[src/rtl/led_seq_ctrl_if.sv]
// ---------------------------------------------------------------------------
// led_seq_ctrl_if
//
// Pin-level bundle between the board's buttons/LEDs and led_seq_ctrl.
// There is no valid/ready handshake on this bundle. Every signal is a plain
// level. The buttons are raw asynchronous pins, and the controller
// synchronises them internally. The LED, MODE and RATE outputs are
// registered levels that may be sampled on any cycle.
//
// Signals
//   BTN_A  mode button, raw pin, active-low
//   BTN_B  rate button, raw pin, active-low
//   LED_R  red LED, active-low
//   LED_G  green LED, active-low
//   LED_B  blue LED, active-low
//   MODE   current display mode (0 OFF, 1 BLINK, 2 CHASE, 3 BINARY)
//   RATE   current step-rate select (0..3)
//
// Modports
//   master  board/pin side: drives the buttons, observes the outputs
//   slave   controller side: reads the buttons, drives the outputs
// ---------------------------------------------------------------------------
interface led_seq_ctrl_if;
    logic       BTN_A;
    logic       BTN_B;
    logic       LED_R;
    logic       LED_G;
    logic       LED_B;
    logic [1:0] MODE;
    logic [1:0] RATE;

    modport master (
        output BTN_A,
        output BTN_B,
        input  LED_R,
        input  LED_G,
        input  LED_B,
        input  MODE,
        input  RATE
    );

    modport slave (
        input  BTN_A,
        input  BTN_B,
        output LED_R,
        output LED_G,
        output LED_B,
        output MODE,
        output RATE
    );
endinterface

[src/rtl/led_seq_ctrl.sv]
// ---------------------------------------------------------------------------
// led_seq_ctrl
//
// Sequencing controller for three active-low RGB LEDs. The two raw
// active-low buttons are synchronised and debounced. A press of BTN_A steps
// the display mode, and a press of BTN_B steps the rate. A prescaler
// produces a step tick whose period is TICK_DIV >> RATE cycles. The tick
// advances a 3-bit step counter, and the current mode maps that step onto
// the LED pattern.
//
// Parameters
//   DEBOUNCE_CYCLES  stable synchronised cycles before a level is accepted (>= 2)
//   TICK_DIV         step period in cycles at RATE 0 (TICK_DIV>>3 must be >= 1)
//
// Ports
//   XTAL_IN  clock, all logic on the rising edge
//   RST_N    asynchronous active-low reset
//   pins     led_seq_ctrl_if.slave (BTN_A/BTN_B in; LED_R/G/B, MODE, RATE out)
// ---------------------------------------------------------------------------
module led_seq_ctrl #(
    parameter int unsigned DEBOUNCE_CYCLES = 240000,
    parameter int unsigned TICK_DIV        = 6000000
) (
    input  logic           XTAL_IN,
    input  logic           RST_N,
    led_seq_ctrl_if.slave  pins
);

    // Counter widths. The debounce counter peaks at DEBOUNCE_CYCLES-1, and
    // the prescaler peaks at TICK_DIV-1.
    localparam int unsigned DB_W = (DEBOUNCE_CYCLES > 2) ? $clog2(DEBOUNCE_CYCLES) : 1;
    localparam int unsigned PS_W = (TICK_DIV > 2) ? $clog2(TICK_DIV) : 1;

    localparam logic [DB_W-1:0] DB_LAST = DB_W'(DEBOUNCE_CYCLES - 1);

    localparam logic [PS_W-1:0] PS_LAST_R0 = PS_W'((TICK_DIV >> 0) - 1);
    localparam logic [PS_W-1:0] PS_LAST_R1 = PS_W'((TICK_DIV >> 1) - 1);
    localparam logic [PS_W-1:0] PS_LAST_R2 = PS_W'((TICK_DIV >> 2) - 1);
    localparam logic [PS_W-1:0] PS_LAST_R3 = PS_W'((TICK_DIV >> 3) - 1);

    // Display modes. The mode register is the only state the pattern logic
    // keys on, and it is visible on pins.MODE.
    localparam logic [1:0] MODE_OFF    = 2'd0;
    localparam logic [1:0] MODE_BLINK  = 2'd1;
    localparam logic [1:0] MODE_CHASE  = 2'd2;
    localparam logic [1:0] MODE_BINARY = 2'd3;

    // ------------------------------------------------------------------
    // Button path. Index 0 is BTN_A and index 1 is BTN_B.
    // ------------------------------------------------------------------
    logic [1:0]      btn_raw;
    logic [1:0]      sync1;
    logic [1:0]      sync2;
    logic [1:0]      db;
    logic [1:0]      db_q;
    logic [DB_W-1:0] cnt [2];
    logic            press_a;
    logic            press_b;

    assign btn_raw = {pins.BTN_B, pins.BTN_A};

    // The synchroniser resets to the released level. A button held through
    // reset therefore has to be re-qualified before it counts as a press.
    always_ff @(posedge XTAL_IN or negedge RST_N) begin
        if (!RST_N) begin
            sync1  <= 2'b11;
            sync2  <= 2'b11;
            db     <= 2'b11;
            db_q   <= 2'b11;
            cnt[0] <= '0;
            cnt[1] <= '0;
        end else begin
            sync1 <= btn_raw;
            sync2 <= sync1;
            db_q  <= db;
            for (int i = 0; i < 2; i++) begin
                if (sync2[i] == db[i]) begin
                    // A bounce back to the accepted level restarts qualification.
                    cnt[i] <= '0;
                end else if (cnt[i] == DB_LAST) begin
                    db[i]  <= sync2[i];
                    cnt[i] <= '0;
                end else begin
                    cnt[i] <= cnt[i] + 1'b1;
                end
            end
        end
    end

    // A press is a 1->0 edge of the debounced level. A release produces no
    // event, and holding a button yields exactly one pulse.
    assign press_a = db_q[0] & ~db[0];
    assign press_b = db_q[1] & ~db[1];

    // ------------------------------------------------------------------
    // Mode/rate registers, prescaler and step counter
    // ------------------------------------------------------------------
    logic [1:0]      mode;
    logic [1:0]      rate;
    logic [PS_W-1:0] presc;
    logic [PS_W-1:0] presc_last;
    logic [2:0]      step;
    logic            tick;
    logic            step_last;
    logic            sel_change;

    always_comb begin
        presc_last = PS_LAST_R0;
        case (rate)
            2'd0:    presc_last = PS_LAST_R0;
            2'd1:    presc_last = PS_LAST_R1;
            2'd2:    presc_last = PS_LAST_R2;
            default: presc_last = PS_LAST_R3;
        endcase
    end

    assign tick       = (presc == presc_last);
    // CHASE has only three lit positions. Every other mode uses all eight steps.
    assign step_last  = (mode == MODE_CHASE) ? (step == 3'd2) : (step == 3'd7);
    assign sel_change = press_a | press_b;

    // Both buttons may produce their events on the same cycle. Each register
    // updates independently, so neither press is lost. Any change restarts
    // the pattern from step 0, with a full step period before the first tick.
    always_ff @(posedge XTAL_IN or negedge RST_N) begin
        if (!RST_N) begin
            mode  <= MODE_OFF;
            rate  <= 2'd0;
            presc <= '0;
            step  <= 3'd0;
        end else begin
            if (press_a) begin
                mode <= mode + 2'd1;
            end
            if (press_b) begin
                rate <= rate + 2'd1;
            end
            if (sel_change) begin
                presc <= '0;
                step  <= 3'd0;
            end else if (tick) begin
                presc <= '0;
                step  <= step_last ? 3'd0 : step + 3'd1;
            end else begin
                presc <= presc + 1'b1;
            end
        end
    end

    // ------------------------------------------------------------------
    // Pattern decode, with pattern = {R,G,B} active-high
    // ------------------------------------------------------------------
    logic [2:0] pattern;
    logic [2:0] led_n;

    always_comb begin
        pattern = 3'b000;
        case (mode)
            MODE_OFF:   pattern = 3'b000;
            MODE_BLINK: pattern = step[0] ? 3'b111 : 3'b000;
            MODE_CHASE: begin
                if (step == 3'd0) begin
                    pattern = 3'b100;
                end else if (step == 3'd1) begin
                    pattern = 3'b010;
                end else begin
                    pattern = 3'b001;
                end
            end
            MODE_BINARY: pattern = {step[0], step[1], step[2]};
            default:     pattern = 3'b000;
        endcase
    end

    // The LED pins are registered from the current mode/step. They therefore
    // lag a state update by one cycle and are glitch-free at the pins.
    always_ff @(posedge XTAL_IN or negedge RST_N) begin
        if (!RST_N) begin
            led_n <= 3'b111;
        end else begin
            led_n <= ~pattern;
        end
    end

    assign pins.LED_R = led_n[2];
    assign pins.LED_G = led_n[1];
    assign pins.LED_B = led_n[0];
    assign pins.MODE  = mode;
    assign pins.RATE  = rate;

endmodule

[src/flat_wrapper.sv]
// flat-port wrapper written by rule: the top's interface ports become plain ports
module led_seq_ctrl_flat 
#(
    parameter int unsigned DEBOUNCE_CYCLES = 240000,
    parameter int unsigned TICK_DIV        = 6000000
)
  (XTAL_IN, RST_N, pins_BTN_A, pins_BTN_B, pins_LED_R, pins_LED_G, pins_LED_B, pins_MODE, pins_RATE);
  led_seq_ctrl_if pins_i ();
  input  logic XTAL_IN;
  input  logic RST_N;
  input wire logic [$bits(pins_i.BTN_A)-1:0] pins_BTN_A;
  input wire logic [$bits(pins_i.BTN_B)-1:0] pins_BTN_B;
  output wire logic [$bits(pins_i.LED_R)-1:0] pins_LED_R;
  output wire logic [$bits(pins_i.LED_G)-1:0] pins_LED_G;
  output wire logic [$bits(pins_i.LED_B)-1:0] pins_LED_B;
  output wire logic [$bits(pins_i.MODE)-1:0] pins_MODE;
  output wire logic [$bits(pins_i.RATE)-1:0] pins_RATE;
  assign pins_i.BTN_A = pins_BTN_A;
  assign pins_i.BTN_B = pins_BTN_B;
  assign pins_LED_R = pins_i.LED_R;
  assign pins_LED_G = pins_i.LED_G;
  assign pins_LED_B = pins_i.LED_B;
  assign pins_MODE = pins_i.MODE;
  assign pins_RATE = pins_i.RATE;
  led_seq_ctrl #(.DEBOUNCE_CYCLES(DEBOUNCE_CYCLES), .TICK_DIV(TICK_DIV)) u_core (.XTAL_IN(XTAL_IN), .RST_N(RST_N), .pins(pins_i));
endmodule
[config.mk]
export PLATFORM = sky130hd
export DESIGN_NAME = led_seq_ctrl_flat
export DESIGN_NICKNAME = d
export VERILOG_FILES = /design/src/rtl/led_seq_ctrl_if.sv /design/src/rtl/led_seq_ctrl.sv /design/src/flat_wrapper.sv
export SDC_FILE = /design/constraint.sdc
export NUM_CORES = 1
export LEC_CHECK = 0
export ABC_CLOCK_PERIOD_IN_PS = 3000
export CAP_MARGIN = 20
export CORE_MARGIN = 4
export CORE_UTILIZATION = 50
export DETAILED_ROUTE_END_ITERATION = 12
export PLACE_DENSITY_LB_ADDON = 0.12
export SLEW_MARGIN = 10
export SYNTH_ARGS = -nofsm -noshare
export SYNTH_HDL_FRONTEND = slang
export SYNTH_SLANG_ARGS = --single-unit
[constraint.sdc]
create_clock -name XTAL_IN -period 3 [get_ports XTAL_IN]
set_input_delay 0.45 -clock XTAL_IN [delete_from_list [all_inputs] [get_ports XTAL_IN]]
set_output_delay 0.45 -clock XTAL_IN [all_outputs]
set_load 0.01 [all_outputs]
After elaboration in Yosys (flattened, before gate mapping)
Cells that the tools add are included.
- add/subtract/negate cells: 6
- reductions and logical operators: 6
- mux-type cells: 15
- bitwise gates (word level): 8
- equality and inequality tests: 13
- operators by type and width (kind ; count):
    $mux 18 ; 4
    $pmux 23 s3 ; 1
    $mux 23 ; 2
    $add 18x1->18 const B ; 2
    $eq 18x18->1 const B ; 2
    $add 23x1->23 const B ; 1
    $eq 23x23->1 ; 1
    $mux 3 ; 5
    $pmux 3 s4 ; 1
    $eq 2x2->1 const B ; 3
    $add 2x1->2 const B ; 2
    $eq 2x1->1 const B ; 2
    $logic_not 2->1 ; 2
    $not 1->1 ; 4
    $reduce_and 2->1 ; 2
    $add 3x1->3 const B ; 1
    $eq 3x1->1 const B ; 1
    $eq 3x2->1 const B ; 1
    $eq 3x3->1 const B ; 1
    $logic_not 3->1 ; 1
    $not 3->3 ; 1
    $and 1x1->1 ; 2
    $eq 1x1->1 ; 2
    $mux 2 ; 1
    3 further kinds ; 3
- word-level logic and storage cells: 60
- bits of input ports: 4
- register bits after elaboration: 77
- output and inout port bits: 7

Longest topological paths before layout
Gate-level depths: netlist of the first run.
- word-level depth: 5
- depth in mapped cells: 8
- mapped depth without buffers: 7

Least setup slack after synthesis of the first run
OpenSTA, ideal clock, no wires.
- kind: register -> register
- start: reg u_core.rate[0] (netlist: u_core.pins.RATE[0])
- end: reg u_core.presc[4]
- arrival time: 2.178 ns
- required time: 2.881 ns
- path slack: 0.702 ns
- stages on the path, launching flop included: 9
- library setup time: 0.119 ns
- period minus slack after synthesis: 2.298 ns
- buffers on the path: 1
- cell sequence: dfrtp_1 -> inv_1 -> ha_1 -> or3_1 -> a222oi_1 -> nand4_1 -> o21ai_2 -> buf_6 -> nor2_1
- cells in the longest elaborated chain, start to end: 5
- elaborated cells between the ends (all ways): 7
- classes of those cells: eq/ne: 3; mux: 3; reduce/logical: 1
- ends and longest elaborated chain (what ; RTL line ; text):
    from (decl) ; led_seq_ctrl.sv:99 ; logic [1:0] rate;
    from (signal assigned) ; led_seq_ctrl.sv:136 ; rate <= rate + 2'd1;
    $eq 2x2->1, or another cell as far along ; led_seq_ctrl.sv:109 ; case (rate)
    $pmux 23 s3 (*) ; led_seq_ctrl.sv:109 ;
    $eq 23x23->1 (*) ; led_seq_ctrl.sv:117 ; assign tick = (presc == presc_last);
    $mux 23 (*) ; led_seq_ctrl.sv:141 ; end else if (tick) begin
    $mux 23 (*) ; led_seq_ctrl.sv:138 ; if (sel_change) begin
    to (signal assigned) ; led_seq_ctrl.sv:145 ; presc <= presc + 1'b1;
    to (decl) ; led_seq_ctrl.sv:100 ; logic [PS_W-1:0] presc;
Mark *: on every way between the ends. The rest lies on a longest branch, timed or not.
A chain may end at the register's enable or synchronous reset.

Worst setup path after layout of the first run
- start: reg u_core.rate[0] (netlist: u_core.pins.RATE[0])
- end: reg u_core.presc[19]
Same word-level chain as after synthesis.

==> results_dict.tcl, run 1 <==
set metrics [dict create \
    grt_pass1_vias 2631 \
    die_h_um 96.9 \
    final_setup_violations 0 \
    via_count 2667 \
    postPlaceCellArea_mm2 0.00412 \
    grt.total_usage 0.154 \
    initial_core_util 0.512 \
    worstHoldPathType "in2async" \
    cpMaxStageDelayCell "dfrtp_1" \
    antenna_cells_inserted 0 \
    worst-endpoint-arrival_ps 2740 \
    cts_root_buffer "clkbuf_8" \
    synth_area_per_cell_um2 10.1 \
    grt_remaining_overflow 0 \
    placement_rows 32 \
    drt_first_iter_violations 98 \
    final_routed_wirelength_um 6870 \
    ys_ff_latch 77 \
    layout_common_cells "nor2_1 (71), dfrtp_1 (66), xor2_1 (32)" \
    final_layout_size_suffix_gt1_frac 0.105 \
    clock_latency_ps 350 \
    stdcell_count 511 \
    worst-endpoint-required_ps 3230 \
    clkTransAtPathRegs_ps 80 \
    worst_slew_pin_slew_ps 942 \
    grt_antenna_before_repair 0 \
    routabilityCongestion 0.841 \
    final_hold_viol_count 0 \
    comb_power_share 0.022 \
    pin_count_of_the_biggest_net_entering_global_routing 78 \
    cts.htree.levels 3 \
    critical_path.reg2reg.startpoint "u_core.pins.RATE[0]" \
    tns_ps 0 \
    cts_made_buffers 9 \
    synth_nets 413 \
    vias_per_cell 5.22 \
    postSynthCellCount 392 \
    period_minus_slack_ps 2520 \
    p_switching_mw 0.444 \
    number_of_buffers_inserted_by_port_buffering 10 \
    route.detailed.drc 0 \
    cts_resized 0 \
    design.final.nets 425 \
    crit_path_max_fanout 22 \
    switching_share 0.213 \
    postLayoutCellArea_mm2 0.00438 \
    setup_slack_ps 484 \
    critical_path.top_delay_family "simple AND/OR/NAND/NOR gates" \
    max_cap_viol_count 0 \
    crit_chain "inv_1, ha_1, or3_1, a222oi_1, nand4_1, o21ai_2, buf_4, nor2_1" \
    dp.cells 495 \
    fin_crit_sh 0.839 \
    fin_util 0.566 \
    yosysUniqueCellTypes 49 \
    yosys_most_used_dff "dfrtp_1" \
    status "finished clean" \
    cells_taking_the_most_area_after_synthesis "dfrtp_1 (42%), dfstp_2 (7.3%), xor2_1 (7.1%), nor2_1 (6.7%), xnor2_1 (6.2%)" \
    routed_wire_length_per_instance_um 13.4 \
    r2r_cells 8 \
    r2r_end "u_core.presc[19]" \
    critical-path-max-stage-delay_ps 480 \
    timing.setup.critical_path_class "reg2reg" \
    die_area_mm2 0.00940 \
    number_of_clock_sinks 77 \
    critPathCaptureType "flip-flop" \
    element_type_at_the_critical_path_start "flip-flop" \
    antenna_left 0 \
    rrSetupSlack_ps 480 \
    synth.cell_area_mm2 0.00396 \
    cts_tree "done" \
    fp.dieW_um 96.9 \
    number_of_buffers_on_the_longest_clock_path 2 \
    clock_skew_ps 9.31 \
    async_reset_ff_frac 1.00 \
    cts_setup_buffers 0 \
    p_int_mw 1.64 \
    core_box_area_mm2 0.00773 \
    p_total_mw 2.09 \
    synth_top_area_frac 0.418 \
    yosys.area.top_type "dfrtp_1" \
    fin_worst_hold_slack_ps 243 \
    leakage_nw 1.89 \
    first_pass_grt_wire_length_um 12000 \
    worst_slew_margin_rel 0.372 \
    cts.hold.buffers_added 0 \
    rsz_0062_raised_after_global_routing "false" \
    pwr-share-seq 0.506 \
    powerDensity_mw_per_mm2 477 \
    drt_first_pass_iters 4 \
    most_common_cell_after_layout_fill_and_taps_aside "nor2_1" \
    worst-path-buf-inv 2 \
    maximum_ir_drop_on_the_vdd_rail_uv 303 \
    io-pin-count 11 \
    place.detailed.hpwl_um 4660 \
    achievable-frequency_ghz 0.397 \
    ys_seq_area_frac 0.491 \
    worstSetupEndpoint "u_core.presc[19]" \
    pre_cts_ws_ps 502 \
    synth_warnings 0 \
    synth-edff-count 0 \
    area_overhead_vs_synth_pct 10.7 \
    clkPwrFrac 0.472 \
    crit_path_start "u_core.pins.RATE[0]" \
    slew_violations 0 \
    cp_num_cells 8 \
]
==> cell usage after synthesis, types with 2 or more instances <==
| cell type | n |
|---|---|
| dfstp_2 | 11 |
| nand3_1 | 23 |
| nor3_1 | 8 |
| and3_1 | 7 |
| and2_1 | 4 |
| nand4_1 | 17 |
| nor4_1 | 4 |
| o21bai_1 | 2 |
| and4_1 | 5 |
| or3_1 | 2 |
| nor4bb_1 | 3 |
| inv_1 | 13 |
| xnor2_1 | 28 |
| ha_1 | 17 |
| nor2b_1 | 2 |
| nand3b_1 | 3 |
| buf_6 | 3 |
| or2_2 | 4 |
| o21ai_0 | 4 |
| dfrtp_1 | 66 |
| mux2i_1 | 2 |
| nor2_1 | 71 |
| xor2_1 | 32 |
| nand2_1 | 26 |
| buf_2 | 2 |
| and4_2 | 2 |
| nand2b_1 | 3 |
| clkbuf_1 | 4 |
| mux2_2 | 4 |
==> registers in the layout, summed over array words and instances, names as in the netlist <==
register	count
u_core.db	2
u_core.pins.RATE	2
u_core.led_n	3
u_core.presc	23
u_core.sync2	2
u_core.sync1	2
u_core.db_q	2
u_core.pins.MODE	2
u_core.step	3
u_core.cnt	36
==> cell type report <==
cell class / instances / area (um^2)
timing repair buffer: 11 / 105
tap: 102 / 128
sequential: 77 / 1940
inverter: 13 / 48.8
multi-input combinational: 292 / 1900
clock buffer: 10 / 138
fill: 670 / 3350
clock inverter: 6 / 118
==> worst register-to-register path, stage by stage, from the launching register on <==
cell and delay (ps):
dfrtp_1 480, inv_1 120, ha_1 340, or3_1 310, a222oi_1 390, nand4_1 220, o21ai_2 170, buf_4 270
nor2_1 90
==> power groups by stage <==
stage                     Combinational, mW  Sequential [mW]  Clock, mW
after global routing                 0.0539             1.06       1.07
after global placement               0.0477             1.08          0
after detailed placement             0.0482             1.08          0
final                                0.0453             1.06      0.986
after floorplan                      0.0226             1.08          0
after CTS                            0.0482             1.06       1.02
==> logic make-up (layout without fill, tap and decap cells) <==
logic type | after synthesis | count (layout) | synth area share
xor+xnor | 60 | 60 | 0.133
buf+inv | 23 | 40 | 0.0291
fa+ha+maj | 17 | 17 | 0.0538
flops | 77 | 77 | 0.491
compound gates | 20 | 20 | 0.0367
mux | 6 | 6 | 0.0164
simple gates | 189 | 189 | 0.240
==> worst min path at each step <==
stage                            end            start  slack (ps)
floorplan              u_core.cnt[0]            RST_N         150
global placement     u_core.sync2[1]  u_core.sync1[1]         350
detailed placement   u_core.sync2[0]  u_core.sync1[0]         350
CTS                 u_core.presc[18]            RST_N         280
global route        u_core.presc[17]            RST_N         320
finish              u_core.presc[17]            RST_N         240
==> layer usage <==
metal	GRT usage	part of all wire	vias up
met3	0.0303	0.025	13
met2	0.238	0.45	33
li1	-	-	1350
met4	0.0637	0.021	0
met5	0	0	-
met1	0.213	0.50	1271
No activity file was read; power rests on OpenSTA's default activity.
==> run 2, diff against run 1 <==
--- a/config.mk
+++ b/config.mk
@@ -5,7 +5,7 @@
 export SDC_FILE = /design/constraint.sdc
 export NUM_CORES = 1
 export LEC_CHECK = 0
-export ABC_CLOCK_PERIOD_IN_PS = 3000
+export ABC_CLOCK_PERIOD_IN_PS = 2420
 export CAP_MARGIN = 20
 export CORE_MARGIN = 4
 export CORE_UTILIZATION = 50
==> constraint.sdc (replaced) <==
create_clock -name XTAL_IN -period 2.42 [get_ports XTAL_IN]
set_input_delay 0.363 -clock XTAL_IN [delete_from_list [all_inputs] [get_ports XTAL_IN]]
set_output_delay 0.363 -clock XTAL_IN [all_outputs]
set_load 0.01 [all_outputs]
==> results_dict.tcl, run 2 (synthesis results as in run 1) <==
set metrics [dict create \
    powerDensity_mw_per_mm2 533 \
    dp.cells 502 \
    first_pass_grt_wire_length_um 12200 \
    cts_root_buffer "clkbuf_8" \
    number_of_buffers_on_the_longest_clock_path 2 \
    grt_remaining_overflow 0 \
    tns_ps 0 \
    number_of_buffers_inserted_by_port_buffering 10 \
    layout_top_registers "u_core.cnt: 36 flops, u_core.presc: 23 flops" \
    slew_violations 0 \
    layout_common_cells "nor2_1 (71), dfrtp_1 (66), xor2_1 (32)" \
    final_routed_wirelength_um 6820 \
    place.detailed.hpwl_um 4740 \
    io-pin-count 11 \
    vias_per_cell 5.22 \
    registers.top_by_ff_count "u_core.cnt" \
    worst_slew_pin_slew_ps 922 \
    routed_wire_length_per_instance_um 13.2 \
    placement_rows 32 \
    cts_tree "done" \
    antenna_cells_inserted 0 \
    most_common_cell_after_layout_fill_and_taps_aside "nor2_1" \
    max_cap_viol_count 0 \
    critPathCaptureType "flip-flop" \
    cts_setup_buffers 0 \
    routabilityCongestion 0.782 \
    final_hold_viol_count 0 \
    cts.htree.levels 3 \
    largest_register_ffs 36 \
    postLayoutCellArea_mm2 0.00441 \
    clock_latency_ps 340 \
    stdcell_count 518 \
    pre_cts_ws_ps 137 \
    drt_first_iter_violations 111 \
    clock_skew_ps 13.7 \
    setup_slack_ps 176 \
    fin_util 0.571 \
    postPlaceCellArea_mm2 0.00419 \
    worstHoldPathType "in2async" \
    grt.total_usage 0.156 \
    fin_crit_sh 0.927 \
    die_area_mm2 0.00940 \
    crit_path_max_fanout 22 \
    achievable-frequency_ghz 0.446 \
    status "finished clean" \
    grt_antenna_before_repair 0 \
    fill_cells 680 \
    core_box_area_mm2 0.00773 \
    grt_pass1_vias 2654 \
    fp.dieW_um 96.9 \
    design.final.nets 432 \
    drt_first_pass_iters 4 \
    cts_made_buffers 9 \
    worst-endpoint-arrival_ps 2470 \
    initial_core_util 0.512 \
    final_setup_violations 0 \
    maximum_ir_drop_on_the_vdd_rail_uv 368 \
    area_overhead_vs_synth_pct 11.5 \
    worst_slew_margin_rel 0.385 \
    leakage_nw 1.91 \
    pin_count_of_the_biggest_net_entering_global_routing 76 \
    route.detailed.drc 0 \
    via_count 2703 \
    timing.setup.critical_path_class "reg2reg" \
    clkTransAtPathRegs_ps 80 \
    period_minus_slack_ps 2240 \
    worst-endpoint-required_ps 2650 \
    number_of_clock_sinks 77 \
    die_h_um 96.9 \
    element_type_at_the_critical_path_start "flip-flop" \
    final_layout_size_suffix_gt1_frac 0.125 \
    antenna_left 0 \
]
run 2: cell count changes in the layout (fill, tap and decap cells not counted), moves of 2 or more:
cell       previous run  this run
buf_4                 2         8
bufinv_16             3         1
clkinv_2              0         2
ha_1                 17        15
run 2: layout make-up:
class	count	area, um^2	area share
repair buffers	18	170	0.0386
clock inverters	4	47.5	0.0108
flip-flops and latches	77	1940	0.440
inverters	13	48.8	0.0111
multi-input cells	292	1920	0.436
well taps	102	128	0.0289
clock buffers	12	155	0.0352
run 2: timing repair:
action | 4_1_cts | 5_1_grt
endpoints found under the setup margin | 0 | 23
hold buffers | 0 | 0
resized for setup | 0 | 4
run 2: stage by stage:
step / total power, mW / hold WS, ps
floorplan: 1.36 / 67.4
global placement: 1.40 / 347
detailed placement: 1.40 / 347
CTS: 2.38 / 192
global route: 2.45 / 239
finish: 2.35 / 136
run 2: routing by layer:
metal | GRT usage | routed length, um | share of wire | up-vias
li1 | - | - | - | 1368
met1 | 0.219 | 3490 | 0.51 | 1303
met2 | 0.242 | 3080 | 0.45 | 22
met3 | 0.0296 | 148 | 0.022 | 10
met4 | 0.0583 | 97 | 0.014 | 0
met5 | 0 | 0 | 0 | -
run 2: worst max-delay path: stages, from the launching register on:
cell and delay, ps:
dfrtp_1 390, inv_1 160, ha_4 230, or3_1 310, a222oi_1 360, nand4_1 220, o21ai_2 220, buf_12 180
nor2_1 60
run 2: where the power goes:
part	switching [mW]	internal [mW]	leakage, nW	total [mW]
clock network	0.455	0.530	0.102	0.985
logic	0.0423	0.0155	0.786	0.0578
registers	0.00974	1.30	1.02	1.31
total	0.507	1.85	1.91	2.35
run 2: path summary, 6_finish.rpt:
kind,from,end,slack [ps],cells after the start
setup / recovery,u_core.pins.RATE[0],u_core.presc[9],180,8
min in group XTAL_IN,u_core.sync1[0],u_core.sync2[0],360,0
setup reg to reg,u_core.pins.RATE[0],u_core.presc[9],180,8
hold / removal,RST_N,u_core.presc[18],140,1
max in group asynchronous,RST_N,u_core.led_n[2],1550,2
hold reg to reg,u_core.sync1[0],u_core.sync2[0],360,0
==> run 3, diff against run 2 <==
--- a/config.mk
+++ b/config.mk
@@ -5,7 +5,7 @@
 export SDC_FILE = /design/constraint.sdc
 export NUM_CORES = 1
 export LEC_CHECK = 0
-export ABC_CLOCK_PERIOD_IN_PS = 2420
+export ABC_CLOCK_PERIOD_IN_PS = 2100
 export CAP_MARGIN = 20
 export CORE_MARGIN = 4
 export CORE_UTILIZATION = 50
@@ -15,3 +15,4 @@
 export SYNTH_ARGS = -nofsm -noshare
 export SYNTH_HDL_FRONTEND = slang
 export SYNTH_SLANG_ARGS = --single-unit
+export TNS_END_PERCENT = 100
==> constraint.sdc (replaced) <==
create_clock -name XTAL_IN -period 2.1 [get_ports XTAL_IN]
set_input_delay 0.315 -clock XTAL_IN [delete_from_list [all_inputs] [get_ports XTAL_IN]]
set_output_delay 0.315 -clock XTAL_IN [all_outputs]
set_load 0.01 [all_outputs]
==> results_dict.tcl, run 3 (synthesis results as in run 1) <==
set metrics [dict create \
    status "complete, but fails checks" \
    failed_checks "setup timing" \
    layout_top_registers "u_core.cnt: 36 flops, u_core.presc: 23 flops" \
    element_type_at_the_critical_path_start "flip-flop" \
    drt_first_iter_violations 167 \
    fp.dieW_um 96.9 \
    achievable-frequency_ghz 0.437 \
    pre_cts_ws_ps -109 \
    routedLengthMet1_um 3570 \
    setup_slack_ps -187 \
    crit_path_start "u_core.pins.RATE[0]" \
    die_h_um 96.9 \
    number_of_clock_sinks 77 \
    first_pass_grt_wire_length_um 12700 \
    fin_crit_sh 1.09 \
    top_layer_in_use "met4" \
    worst-endpoint-arrival_ps 2510 \
    place.detailed.hpwl_um 5030 \
    p_total_mw 2.81 \
    postLayoutCellArea_mm2 0.00460 \
    worst_slew_pin_slew_ps 443 \
    vias_per_cell 5.17 \
    grt_remaining_overflow 0 \
    route.detailed.drc 0 \
    clkTransAtPathRegs_ps 80 \
    wl_met3_um 230 \
    die_area_mm2 0.00940 \
    via_count 2769 \
    postPlaceCellArea_mm2 0.00429 \
    worst-endpoint-required_ps 2320 \
    dp.cells 514 \
    clock_latency_ps 350 \
    tns_ps -2810 \
    grt_pass1_vias 2749 \
    critPathCaptureType "flip-flop" \
    routabilityCongestion 0.815 \
    fin_worst_hold_slack_ps 358 \
    grt_antenna_before_repair 0 \
    leakage_nw 2.02 \
    final_layout_size_suffix_gt1_frac 0.182 \
    area_overhead_vs_synth_pct 16.4 \
    largest_register_ffs 36 \
    cts_made_buffers 9 \
    period_minus_slack_ps 2290 \
    initial_core_util 0.512 \
    met2WireLength_um 3420 \
    maximum_ir_drop_on_the_vdd_rail_uv 492 \
    design.final.nets 450 \
    stdcell_count 536 \
    worstHoldPathType "reg2reg" \
    slew_violations 0 \
    most_common_cell_after_layout_fill_and_taps_aside "nor2_1" \
    cts_root_buffer "clkbuf_8" \
    pin_count_of_the_biggest_net_entering_global_routing 45 \
    cts_tree "done" \
    antenna_cells_inserted 0 \
    layout_common_cells "nor2_1 (69), dfrtp_1 (64), xor2_1 (32)" \
    clock_skew_ps 13.0 \
    max_cap_viol_count 0 \
    worst_slew_margin_rel 0.705 \
    critical_path.reg2reg.startpoint "u_core.pins.RATE[0]" \
    placement_rows 32 \
    grt.total_usage 0.163 \
    cts.htree.levels 3 \
    powerDensity_mw_per_mm2 610 \
    final_hold_viol_count 0 \
    rsz_0062_raised_after_global_routing "true" \
    antenna_left 0 \
    final_routed_wirelength_um 7310 \
    core_box_area_mm2 0.00773 \
    fin_util 0.596 \
    io-pin-count 11 \
    timing.setup.critical_path_class "reg2reg" \
    holdCritStartpoint "u_core.sync1[1]" \
    number_of_buffers_on_the_longest_clock_path 2 \
    number_of_buffers_inserted_by_port_buffering 10 \
    registers.top_by_ff_count "u_core.cnt" \
    routed_wire_length_per_instance_um 13.6 \
    crit_path_max_fanout 5 \
    final_setup_violations 25 \
    drt_first_pass_iters 4 \
]
run 3: repair_timing:
action                                  CTS  global route
endpoints found under the setup margin   24            26
hold buffers                              1             0
gates resized for setup                   1            14
endpoints found under the hold margin    30             0
gates cloned                              0             1
setup buffers                             1             3
pin swaps                                 0             7
run 3: power breakdown:
group | total [mW] | switching, mW | leakage, nW | internal, mW
Clock | 1.23 | 0.551 | 0.104 | 0.675
Sequential | 1.51 | 0.0115 | 1.01 | 1.50
Combinational | 0.0726 | 0.0507 | 0.906 | 0.0219
Total | 2.81 | 0.614 | 2.02 | 2.19
run 3: critical path, cell delays in order (launching register included):
cell and delay [ps]:
dfrtp_2 450, inv_2 100, ha_4 200, or3_1 310, a222oi_1 400, nand4_1 190, buf_4 180, o311ai_2 240
o21ai_1 110
run 3: final timing paths:
kind,endpoint,slack (ps),cells after the start
setup / recovery,u_core.step[2],-190,8
hold / removal,u_core.sync2[1],360,0
setup reg to reg,u_core.step[2],-190,8
hold reg to reg,u_core.sync2[1],360,0
max in group asynchronous,u_core.sync2[0],1010,3
min in group asynchronous,u_core.presc[17],450,2
run 3: cell type report:
type	instances	area [um^2]
fillers	672	3130
multi-input cells	292	1950
flip-flops and latches	77	1940
repair buffers	36	315
clock buffers	11	131
well taps	102	128
clock inverters	5	85.1
inverters	13	48.8
run 3: layer usage:
metal | track usage | up-vias
li1 | - | 1405
met2 | 0.257 | 36
met3 | 0.0267 | 9
met5 | 0 | -
met4 | 0.0659 | 0
met1 | 0.224 | 1319
